$ cat config.mk
export PLATFORM = sky130hd
export DESIGN_NAME = io_input_port
export DESIGN_NICKNAME = d
export VERILOG_FILES = /design/src/rtl/io_input_port.sv
export SDC_FILE = /design/constraint.sdc
export NUM_CORES = 1
export LEC_CHECK = 0
export BUFFER_PORTS_ARGS = -buffer_cell sky130_fd_sc_hd__buf_4
export CELL_PAD_IN_SITES_DETAIL_PLACEMENT = 1
export CELL_PAD_IN_SITES_GLOBAL_PLACEMENT = 1
export CORE_MARGIN = 2
export CORE_UTILIZATION = 40
export CTS_BUF_LIST = sky130_fd_sc_hd__clkbuf_4 sky130_fd_sc_hd__clkbuf_8 sky130_fd_sc_hd__clkbuf_16
export DETAILED_ROUTE_END_ITERATION = 6
export MAX_ROUTING_LAYER = met4
export PLACE_DENSITY_LB_ADDON = 0.1
export SETUP_SLACK_MARGIN = 0.02
export SLEW_MARGIN = 30
export SYNTH_ARGS = -nofsm -noshare
export SYNTH_HDL_FRONTEND = slang
export SYNTH_SLANG_ARGS = --single-unit
$ cat constraint.sdc
create_clock -name clk -period 2.8 [get_ports clk]
set_input_delay 0.28 -clock clk [delete_from_list [all_inputs] [get_ports clk]]
set_output_delay 0.28 -clock clk [all_outputs]
set_load 0.02 [all_outputs]
$ cat src/rtl/io_input_port.sv
// Memory-mapped input port: synchronises switches, debounces the confirm button and
// captures a switch snapshot per debounced press, readable with valid/overrun status.
module io_input_port #(
  parameter int unsigned DEBOUNCE_CYCLES = 1_000_000,
  parameter int unsigned CNT_W           = 20
) (
  input  logic        clk,
  input  logic        rst,
  input  logic [15:0] switchInput,
  input  logic        confirmation,
  input  logic [31:0] address,
  input  logic        readEnable,
  output logic [31:0] dataIOInput,
  output logic        inputValid
);

  localparam logic [31:0]      ADDR_DATA = 32'hFFFF_FFF4;
  localparam logic [31:0]      ADDR_STAT = 32'hFFFF_FFF8;
  localparam logic [CNT_W-1:0] CNT_LAST  = CNT_W'(DEBOUNCE_CYCLES - 1);

  typedef enum logic {StReleased, StPressed} btn_state_e;

  btn_state_e       r_state, w_state_next;
  logic [CNT_W-1:0] r_cnt, w_cnt_next;
  logic [15:0]      r_sw_s1, r_sw_s2, r_data;
  logic             r_btn_s1, r_btn_s2;
  logic             r_valid, r_overrun;
  logic             w_level, w_press, w_consume;

  always_ff @(posedge clk or negedge rst) begin
    if (!rst) begin
      r_sw_s1  <= '0;
      r_sw_s2  <= '0;
      r_btn_s1 <= 1'b0;
      r_btn_s2 <= 1'b0;
    end else begin
      r_sw_s1  <= switchInput;
      r_sw_s2  <= r_sw_s1;
      r_btn_s1 <= confirmation;
      r_btn_s2 <= r_btn_s1;
    end
  end

  assign w_level = (r_state == StPressed);

  // Counter tracks consecutive synchronised samples that disagree with the debounced level.
  always_comb begin
    w_state_next = r_state;
    w_cnt_next   = '0;
    w_press      = 1'b0;
    if (r_btn_s2 != w_level) begin
      if (r_cnt == CNT_LAST) begin
        w_state_next = w_level ? StReleased : StPressed;
        w_press      = !w_level;
      end else begin
        w_cnt_next = r_cnt + 1'b1;
      end
    end
  end

  always_ff @(posedge clk or negedge rst) begin
    if (!rst) begin
      r_state <= StReleased;
      r_cnt   <= '0;
    end else begin
      r_state <= w_state_next;
      r_cnt   <= w_cnt_next;
    end
  end

  assign w_consume = readEnable && (address == ADDR_DATA);

  // A press wins over a same-edge consume: the fresh snapshot stays valid, overrun clears.
  always_ff @(posedge clk or negedge rst) begin
    if (!rst) begin
      r_data    <= '0;
      r_valid   <= 1'b0;
      r_overrun <= 1'b0;
    end else if (w_press) begin
      r_data    <= r_sw_s2;
      r_valid   <= 1'b1;
      r_overrun <= r_valid && !w_consume;
    end else if (w_consume) begin
      r_valid   <= 1'b0;
      r_overrun <= 1'b0;
    end
  end

  always_comb begin
    dataIOInput = 32'h0000_0000;
    if (address == ADDR_DATA) begin
      dataIOInput = {16'h0000, r_data};
    end else if (address == ADDR_STAT) begin
      dataIOInput = {30'b0, r_overrun, r_valid};
    end
  end

  assign inputValid = r_valid;

endmodule

Word-level counts from Yosys, hierarchy flattened. Cells that the tools add are included.

Register bits: 73. Input bits: 52. Logic and storage cells: 30.

Add/subtract/negate cells: 1. Eq/ne operators: 4. Mux-type cells: 10. Reduce and logical (&&, ||, !) cells: 6.

Operators by type and width (number): equality test 32 bit, second input constant (2); two-way mux 20 bit (2); adder 20 x 1 -> 20 bit, second input constant (1); equality test 20 bit, second input constant (1); two-way mux 16 bit (1); two-way mux 1 bit (6); logical AND 1 bit (2); zero test 1 bit (2); two-way mux 2 bit (1); AND reduction 2 bit (1); nonzero test 2 bit (1); != test 1 bit (1).

Depth between registers and ports, before layout. Gate-level depths: netlist of run 1.

Depth after elaboration: 5. Mapped depth: 6. Depth with buffers taken out: 5.

Worst setup path after synthesis of run 1. Ideal clock, no wire load.

Kind: flip-flop to flip-flop. Start: register r_cnt[0]. End: register r_data[10]. Arrival: 1.843 ns. Data required time: 2.675 ns. Path slack: 0.832 ns. Stages on the path, launching flop included: 7. Path buffers: 1. Clock period less this slack: 1.968 ns. Path through: dfrtp_1 ha_1 nand3_1 nand4bb_1 nor4_4 buf_6 mux2_4.

Longest elaborated chain between the ends: 3.

Ends and longest elaborated chain: from (decl) (line 24) `logic [CNT_W-1:0] r_cnt, w_cnt_next;`; from (signal assigned) (line 67) `r_cnt <= w_cnt_next;`; equality test 20 bit (line 52) `if (r_cnt == CNT_LAST) begin`; two-way mux 1 bit (line 52); two-way mux 1 bit (line 51) `if (r_btn_s2 != w_level) begin`; to (signal assigned) (line 80) `r_data <= r_sw_s2;`; to (decl) (line 25) `logic [15:0] r_sw_s1, r_sw_s2, r_data;`.

No other way between the ends. A chain may end at the register's enable or synchronous reset.

Worst setup path after layout of run 1.
Start: register r_cnt[0]. End: register r_data[0].

Same word-level chain as after synthesis.

==> flow_summary.toml, run 1 <==
[clocking]
clock_latency_ps = 340
cts_setup_buffers = 0
clockBufferDepth = 2
path_clk_slew_ps = 80
clockRootBuffer = "clkbuf_8"
cts_tree = "done"
htree_num_levels = 3
numCtsBuffers = 9
cts.sinks = 73

[drt]
vias = 2089
wl_mm = 6.307
drtIter0Drc = 68
drc = 0
drt_first_pass_iters = 4
ant_nets = 0
vias_per_cell = 4.939
routedWlPerCell_um = 14.91

[global_routing]
antenna_found_initial = 0
top_usage_layer = "met2"
use_met1_pct = 20.54
grtUsageTotal_pct = 16.44
grt_start_max_net_pins = 74
grt_pass1_wl_mm = 10.52
grtUsageMet3_pct = 4.481
grt_pass1_vias = 2152
met2_usage_pct = 25.37
grt-ovfl-total = 0

[power]
vdd.ir_drop.worst_v = 0.0004415
p_switching_mw = 0.4618
internal-power_mw = 1.600
power_frac_comb_pct = 5.6
seq_power_share_pct = 52.9
p_sw_share_pct = 22.40
leakagePower_nw = 1.820
power_density_nw_per_um2 = 536.9
clkPwrFrac_pct = 41.5

[logic_synthesis]
synth_area_um2 = 3042
yosysTopAreaCell = "dfrtp_1"
synth_seq_area_share_pct = 60.06
postSynthAreaPerCell_um2 = 12.52
synth.most_common_cell = "dfrtp_1"
synth-edff-count = 0
async_reset_ff_share_pct = 100.0
synth_top_area_share_pct = 60.06
synthTopCellsByArea = "dfrtp_1 (60%), mux2_4 (4.4%), buf_4 (3.9%), and3_1 (3.3%), nand4_1 (3.1%)"
ys_ff_latch = 73
synth_commonest_cells = "dfrtp_1 (73), nor2_1 (17), and3_1 (16), buf_4 (16), nand4_1 (15)"
syn_inst = 243
synth.distinct_cells = 40
synth_flop_cell = "dfrtp_1"
yosysWarnings = 0

[sta]
period_share_pct = 73.28
max_freq_mhz = 487.4
fin_crit_ps = 2052
finalSetupViolCount = 0
maxSlewViolCount = 0
fin_setup_tns_ps = 0
fin_skew_ps = 6.803
worst_slack_ps = 748.2
finalHoldViolCount = 0
slew_headroom_pct = 57.74
grt_setup_unrepaired = "no"
tightest_slew_ps = 633.9

[worst_setup_path]
r2r_start = "r_cnt[0]$_DFF_PN0_"
startpoint_type = "register"
r2r_end = "r_data[0]$_DFFE_PN0P_"
r2r_setup_slack_ps = 750
crit_required_ps = 3020
crit_arrival_ps = 2270
cp-end-kind = "register"
critical_path_class = "reg2reg"
crit_fanout = 17
reg2regPathDepth = 6

[layout]
diodes = 0
drive_gt1_share_pct = 34.26
nets = 372
syn_to_final_growth_pct = 26.24

[floorplan]
initial_core_util_pct = 41.71
die_y_um = 91.20
ios = 85
rows = 31
core_area_um2 = 7292
dieWidth_um = 91.20
dieArea_um2 = 8317

[flow_run]
maxCapViolations = 0

[hold_path]
hold_end = "r_sw_s1[14]$_DFF_PN0_"
min_from = "switchInput[14]"
min_path_type = "in2reg"
min_path_cells = 1

[placed_design]
dp_hpwl_mm = 4.477
io_buffers = 68
pre_cts_ws_ps = 726.1
gp_congestion = 0.7755

[outcome]
outcome = "complete, no violations"
==> cell type report <==
type | count | area [um^2]
Clock buffer | 11 | 151.4
Clock inverter | 5 | 62.56
Fill cell | 804 | 3452
Inverter | 4 | 15.01
Multi-Input combinational cell | 158 | 1106
Sequential cell | 73 | 1827
Tap cell | 99 | 123.9
Timing Repair Buffer | 73 | 554.3
==> state kept, by name, summed over array words and instances, names as in the netlist <==
name,flops
r_btn_s2,1
r_state,1
r_btn_s1,1
r_sw_s1,16
r_overrun,1
r_cnt,20
r_data,16
inputValid,1
r_sw_s2,16
==> layer usage <==
layer / part of all wire, % / vias to the layer above
met1: 45 / 1022
met5: 0 / -
li1: - / 987
met4: 1.2 / 0
met3: 6.5 / 6
met2: 47 / 74
==> power groups by stage <==
stage	Clock, mW	Combinational (mW)	Sequential (mW)
2_1_floorplan	0	0.0514	1.11
3_3_place_gp	0	0.114	1.11
3_5_place_dp	0	0.115	1.11
4_1_cts	0.883	0.116	1.09
5_1_grt	0.927	0.128	1.10
6_report	0.856	0.115	1.09
==> timing repair <==
item                                   CTS  global route
endpoints found under the hold margin    0            27
hold buffers                             0             1
resized for setup                        0             0
==> critical path, stage by stage (launching register included) <==
cell	delay, ps
dfrtp_1	390
ha_1	210
nand3_1	150
nand4bb_1	320
nor4_4	180
buf_4	320
mux2_2	370
==> worst max path at each step <==
stage | from | end | cells after the start
finish | r_cnt[0]$_DFF_PN0_ | r_data[0]$_DFFE_PN0P_ | 6
global route | r_cnt[0]$_DFF_PN0_ | r_data[0]$_DFFE_PN0P_ | 6
CTS | r_cnt[0]$_DFF_PN0_ | r_data[4]$_DFFE_PN0P_ | 6
detailed placement | r_cnt[0]$_DFF_PN0_ | r_data[0]$_DFFE_PN0P_ | 6
global placement | r_cnt[0]$_DFF_PN0_ | r_data[5]$_DFFE_PN0P_ | 6
floorplan | r_cnt[0]$_DFF_PN0_ | r_data[10]$_DFFE_PN0P_ | 6
==> stage by stage <==
stage	hold WS [ps]	std cells	power [mW]	utilization [%]	cell area, um^2
after global routing	20.18	423	2.150	52.66	3840
after detailed placement	336.3	406	1.229	49.54	3612
final	43.89	423	2.062	52.66	3840
after CTS	23.30	422	2.091	52.47	3826
after global placement	331.5	406	1.226	49.54	3612
after floorplan	-15.59	258	1.161	-	3098
==> layout by cell type, fill, tap and decap left out, types with 2 or more instances in the layout <==
| master | count |
|---|---|
| dfrtp_1 | 73 |
| buf_4 | 71 |
| nor2_1 | 17 |
| and3_1 | 16 |
| conb_1 | 16 |
| nand4_1 | 15 |
| clkbuf_8 | 11 |
| nand3_1 | 10 |
| xor2_1 | 10 |
| mux2_4 | 9 |
| mux2_2 | 8 |
| a21oi_1 | 7 |
| nand2_1 | 6 |
| or4_1 | 4 |
| nor2b_1 | 4 |
| inv_1 | 4 |
| o21ai_0 | 3 |
| or3_1 | 3 |
| o31ai_1 | 3 |
| nand4b_1 | 3 |
| and4_1 | 2 |
| nor4_1 | 2 |
| nor4_2 | 2 |
| a22oi_1 | 2 |
| o21a_1 | 2 |
| clkinvlp_4 | 2 |
==> logic make-up after synthesis <==
kind of cell	Yosys count	synth area share, %
AND/OR/NAND/NOR	94	19.17
flip-flops	73	60.06
buffers and inverters	27	5.841
AO/OA/AOI/OAI	19	3.825
multiplexers	17	7.404
XOR/XNOR	11	3.167
adder cells (fa/ha/maj)	1	0.4113
other	1	0.1233
No activity file was read; power rests on OpenSTA's default activity.
==> inputs of run 2 (changes only) <==
CORE_UTILIZATION = 37   (was 40)
clock period = 1.7 ns   (was 2.8 ns; I/O delays follow)
==> run 2 against run 1 <==
The flow now finishes with violations (setup timing). Hold slack better by 98 ps. Sequential share of layout area down 6.7 points. Sequential power up 65%. Global-route usage up 1.6 points. Worst setup slack worse by 830 ps. Final area up 17%. First-iteration DRC count up 31%. Clock skew up 1.4 ps. Power up 70%. Non-clock buffer count up 49. Critical endpoint is now r_cnt[8]$_DFF_PN0_. Largest power group unchanged.
==> flow_summary.toml, run 2 (synthesis gave the netlist of run 1 again) <==
[sta]
maxSlewViolCount = 0
max_freq_mhz = 561.7
finalSetupViolCount = 36
fin_crit_ps = 1780
fin_setup_tns_ps = -1568
period_share_pct = 104.7
fin_skew_ps = 8.239
finalHoldViolCount = 0
worst_slack_ps = -80.20
grt_setup_unrepaired = "yes"
whs_ps = 141.7

[layout]
nFillCells = 859
regMostFlops = "r_cnt"
syn_to_final_growth_pct = 47.10
largest_reg_flops = 20
nets = 421
layout_commonest_cell = "buf_4"
diodes = 0
most-common-layout-cells = "buf_4 (97), dfrtp_1 (72), dlygate4sd3_1 (18)"
drive_gt1_share_pct = 46.38

[worst_setup_path]
cp-end-kind = "register"
path_cells = "buf_6 -> nor4b_4 -> nand4_1 -> o22ai_4 -> buf_8 -> nor2_1"
crit_fanout = 8
crit_required_ps = 1940
critical_path_class = "reg2reg"
startpoint_type = "register"
crit_arrival_ps = 2020
cpMaxStageDelayCell = "dfrtp_1"
reg2regPathDepth = 6
path_delay_family = "simple AND/OR/NAND/NOR gates"
max_stage_delay_ps = 420
cp_num_buf_inv = 2
cp_num_cells = 6

[floorplan]
dieWidth_um = 94.67
die_y_um = 94.67
dieArea_um2 = 8962
rows = 33
core_area_um2 = 8093
initial_core_util_pct = 37.59
ios = 85

[clocking]
path_clk_slew_ps = 80
clock_latency_ps = 350
cts.sinks = 73
clockBufferDepth = 2
clockRootBuffer = "clkbuf_8"
htree_num_levels = 3
numCtsBuffers = 9
cts_tree = "done"

[power]
vdd.ir_drop.worst_v = 0.0006283
power_density_nw_per_um2 = 782.0
leakagePower_nw = 2.076

[global_routing]
grt_start_max_net_pins = 37
grt_pass1_wl_mm = 12.00
grt_pass1_vias = 2466
antenna_found_initial = 0
grt-ovfl-total = 0
grtUsageTotal_pct = 18.02

[drt]
vias_per_cell = 4.776
ant_nets = 0
drc = 0
drt_first_pass_iters = 4
drtIter0Drc = 89
vias = 2283
wl_mm = 7.128
routedWlPerCell_um = 14.91

[outcome]
outcome = "finished with violations"
violations = "setup timing"

[placed_design]
gp_congestion = 0.7437
pre_cts_ws_ps = -71.65
io_buffers = 68
dp_hpwl_mm = 4.833

[hold_path]
min_path_cells = 3
min_path_type = "in2reg"

[flow_run]
maxCapViolations = 0
## run 2: cell count changes in the layout (fill, tap and decap cells not counted), moves of 6 or more
cell / before / now
buf_4: 71 / 97
dlygate4sd3_1: 1 / 18
nor2_1: 17 / 4
a21oi_1: 7 / 0
a21oi_2: 0 / 7
nor2_4: 0 / 7
nor2_2: 0 / 6
## run 2: metal layers
| metal | global-route usage (%) | wire length [um] |
|---|---|---|
| met1 | 22.45 | 3038 |
| met4 | 6.522 | 104 |
| met5 | - | 0 |
| met2 | 28.49 | 3482 |
| met3 | 4.709 | 503 |
## run 2: final cells by class
type | count | area [um^2] | share of cell area, %
Clock inverter | 7 | 86.33 | 1.930
Inverter | 4 | 15.01 | 0.3356
Sequential cell | 73 | 1828 | 40.86
Clock buffer | 9 | 123.9 | 2.768
Multi-Input combinational cell | 158 | 1277 | 28.55
Tap cell | 105 | 131.4 | 2.936
Timing Repair Buffer | 122 | 1012 | 22.62
## run 2: worst paths after layout
path                                      startpoint               endpoint  slack [ps]
worst max-delay path              r_cnt[8]$_DFF_PN0_     r_cnt[8]$_DFF_PN0_         -80
worst min-delay path                      readEnable  r_overrun$_DFFE_PN0P_         140
max in group asynchronous                        rst     r_cnt[0]$_DFF_PN0_         920
worst max register to register    r_cnt[8]$_DFF_PN0_     r_cnt[8]$_DFF_PN0_         -80
min in group asynchronous                        rst  r_sw_s2[12]$_DFF_PN0_         230
worst min register to register  r_sw_s1[7]$_DFF_PN0_   r_sw_s2[7]$_DFF_PN0_         350
## run 2: what timing repair did
item / CTS / global route
endpoints found under the hold margin: 70 / 0
cloned: 1 / 0
endpoints found under the setup margin: 33 / 37
pin swaps: 0 / 15
resized for setup: 19 / 33
hold buffers: 18 / 0
setup buffers: 4 / 1
## run 2: report_power, final
group | total (mW) | switching [mW] | internal [mW]
Clock | 1.44 | 0.726 | 0.711
Sequential | 1.80 | 0.0165 | 1.78
Combinational | 0.265 | 0.127 | 0.138
Total | 3.50 | 0.869 | 2.63
## run 2: stage by stage
step	utilization [%]	power, mW	area (um^2)	cells
floorplan	-	1.913	3123	258
global placement	47.94	2.037	3880	440
detailed placement	47.94	2.041	3880	440
CTS	53.97	3.536	4368	478
global route	55.29	3.653	4474	478
finish	55.29	3.499	4474	478
## run 2: tightest hold or removal path, delay by kind of cell
kind                   cells  cell delay [ps]
buffers and inverters      1               80
AND/OR/NAND/NOR            1               90
AO/OA/AOI/OAI              1              120
==> inputs of run 3 (changes only) <==
CORE_ASPECT_RATIO = 2   (was not set)
==> run 3 against run 2 <==
The run still ends with setup timing left. Worst setup slack worse by 20 ps. Register-to-register slack got worse by 20 ps. Maximum frequency shrank 1.1%. Via count rose by 4.0%. Largest cell class unchanged. Highest routed layer unchanged.
==> flow_summary.toml, run 3 (synthesis gave the netlist of run 1 again) <==
[outcome]
outcome = "finished with violations"
violations = "setup timing"

[worst_setup_path]
path_delay_family = "simple AND/OR/NAND/NOR gates"
cp-end-kind = "register"
cpMaxStageDelayCell = "dfrtp_1"
startpoint_type = "register"
crit_fanout = 8
cp_num_cells = 6
critical_path_class = "reg2reg"
reg2regPathDepth = 6
cp_num_buf_inv = 2
crit_arrival_ps = 2020
max_stage_delay_ps = 410
path_cells = "nor4b_4 -> nand2_2 -> nor4_4 -> buf_6 -> clkbuf_16 -> mux2_4"
r2r_setup_slack_ps = -100
crit_required_ps = 1920

[hold_path]
min_path_cells = 3
min_path_type = "in2reg"

[drt]
vias = 2375
routedWlPerCell_um = 18.54
vias_per_cell = 5.042
drtIter0Drc = 55
highest_layer = "met4"
wl_mm = 8.733
drt_first_pass_iters = 4
met1_length_mm = 2.737
wl_met3_um = 460
met2WireLength_mm = 5.267
ant_nets = 0
drc = 0

[sta]
max_freq_mhz = 555.5
finalSetupViolCount = 36
slew_headroom_pct = 64.81
tightest_slew_ps = 527.9
worst_slack_ps = -100.1
fin_skew_ps = 3.686
period_share_pct = 105.9
fin_crit_ps = 1800
grt_setup_unrepaired = "yes"
maxSlewViolCount = 0
finalHoldViolCount = 0

[clocking]
cts.sinks = 73
path_clk_slew_ps = 50
clockBufferDepth = 2
clock_latency_ps = 330
numCtsBuffers = 9
cts_tree = "done"
htree_num_levels = 3
clockRootBuffer = "clkbuf_16"

[layout]
diodes = 0
nFillCells = 830
regMostFlops = "r_cnt"
layout_commonest_cell = "buf_4"
final_util_pct = 58.16
most-common-layout-cells = "buf_4 (97), dfrtp_1 (69), dlygate4sd3_1 (18)"
drive_gt1_share_pct = 44.27
largest_reg_flops = 20
multi_input_area_um2 = 1250
syn_to_final_growth_pct = 51.87
ff_latch_area_um2 = 1832
nets = 424

[floorplan]
dieWidth_um = 68.11
dieArea_um2 = 9006
die_y_um = 132.2
core_area_um2 = 7943
ios = 85
initial_core_util_pct = 38.30
rows = 46

[global_routing]
grt-ovfl-total = 0
antenna_found_initial = 0
grt_start_max_net_pins = 40
grt_pass1_wl_mm = 12.51
grt_pass1_vias = 2597
grtUsageTotal_pct = 19.95

[power]
power_density_nw_per_um2 = 878.1
leakagePower_nw = 2.169
vdd.ir_drop.worst_v = 0.0005964

[placed_design]
dp_hpwl_mm = 5.571
gp_congestion = 0.7449
pre_cts_ws_ps = -88.67
io_buffers = 68

[flow_run]
maxCapViolations = 0
run 3: cell count changes in the layout (fill, tap and decap cells not counted), moves of 3 or more:
cell | previous run | this run
nor2_1 | 4 | 17
clkbuf_16 | 0 | 12
clkbuf_8 | 9 | 0
nor2_4 | 7 | 0
nor2_2 | 6 | 0
mux2_2 | 6 | 1
mux2_4 | 11 | 16
a21oi_1 | 0 | 3
a21oi_2 | 7 | 4
dfrtp_1 | 72 | 69
dfrtp_2 | 1 | 4
run 3: what timing repair did:
action,in CTS,in global routing
setup endpoints to repair,36,37
hold endpoints to repair,53,0
resized for setup,10,23
hold buffers,18,0
pin swaps,3,7
buffers inserted,1,3
cloned,0,4
run 3: path summary, 6_finish.rpt:
kind,startpoint,to
worst max-delay path,r_cnt[8]$_DFF_PN0_,r_data[0]$_DFFE_PN0P_
worst min-delay path,readEnable,r_overrun$_DFFE_PN0P_
worst max register to register,r_cnt[8]$_DFF_PN0_,r_data[0]$_DFFE_PN0P_
worst min register to register,r_sw_s1[3]$_DFF_PN0_,r_sw_s2[3]$_DFF_PN0_
max in group asynchronous,rst,r_cnt[19]$_DFF_PN0_
min in group asynchronous,rst,r_data[6]$_DFFE_PN0P_
run 3: cell type report:
type / count / share of cell area (%)
inverter: 4 / 0.3250
tap: 96 / 2.600
clock buffer: 10 / 5.038
timing repair buffer: 125 / 23.56
sequential: 73 / 39.65
multi-input combinational: 158 / 27.06
clock inverter: 5 / 1.761
run 3: layer usage:
| metal | vias to the layer above | GRT usage (%) |
|---|---|---|
| li1 | 1096 | - |
| met1 | 1188 | 17.99 |
| met2 | 71 | 36.46 |
| met3 | 20 | 5.124 |
| met4 | 0 | 9.111 |
| met5 | - | - |
run 3: worst register-to-register path, stage by stage (launching register included):
cell and delay, ps:
dfrtp_1 410, nor4b_4 310, nand2_2 100, nor4_4 220, buf_6 170, clkbuf_16 170
mux2_4 300
run 3: power by group:
group / internal [mW] / switching (mW) / leakage (nW) / total, mW
registers: 1.79 / 0.0227 / 0.932 / 1.81
clock network: 1.29 / 0.689 / 0.152 / 1.98
logic: 0.144 / 0.125 / 1.09 / 0.268
total: 3.22 / 0.837 / 2.17 / 4.06
run 3: through the flow:
step	cell area [um^2]	TNS (ps)	hold WS (ps)	cells	power, mW
after CTS	4422	-1025	171.2	465	4.092
after detailed placement	3881	-1122	186.8	431	2.051
final	4619	-1778	197.0	471	4.057
after global routing	4619	-3715	236.8	471	4.207
after global placement	3881	-294.4	182.5	431	2.042
after floorplan	3123	-2068	-125.6	258	1.913
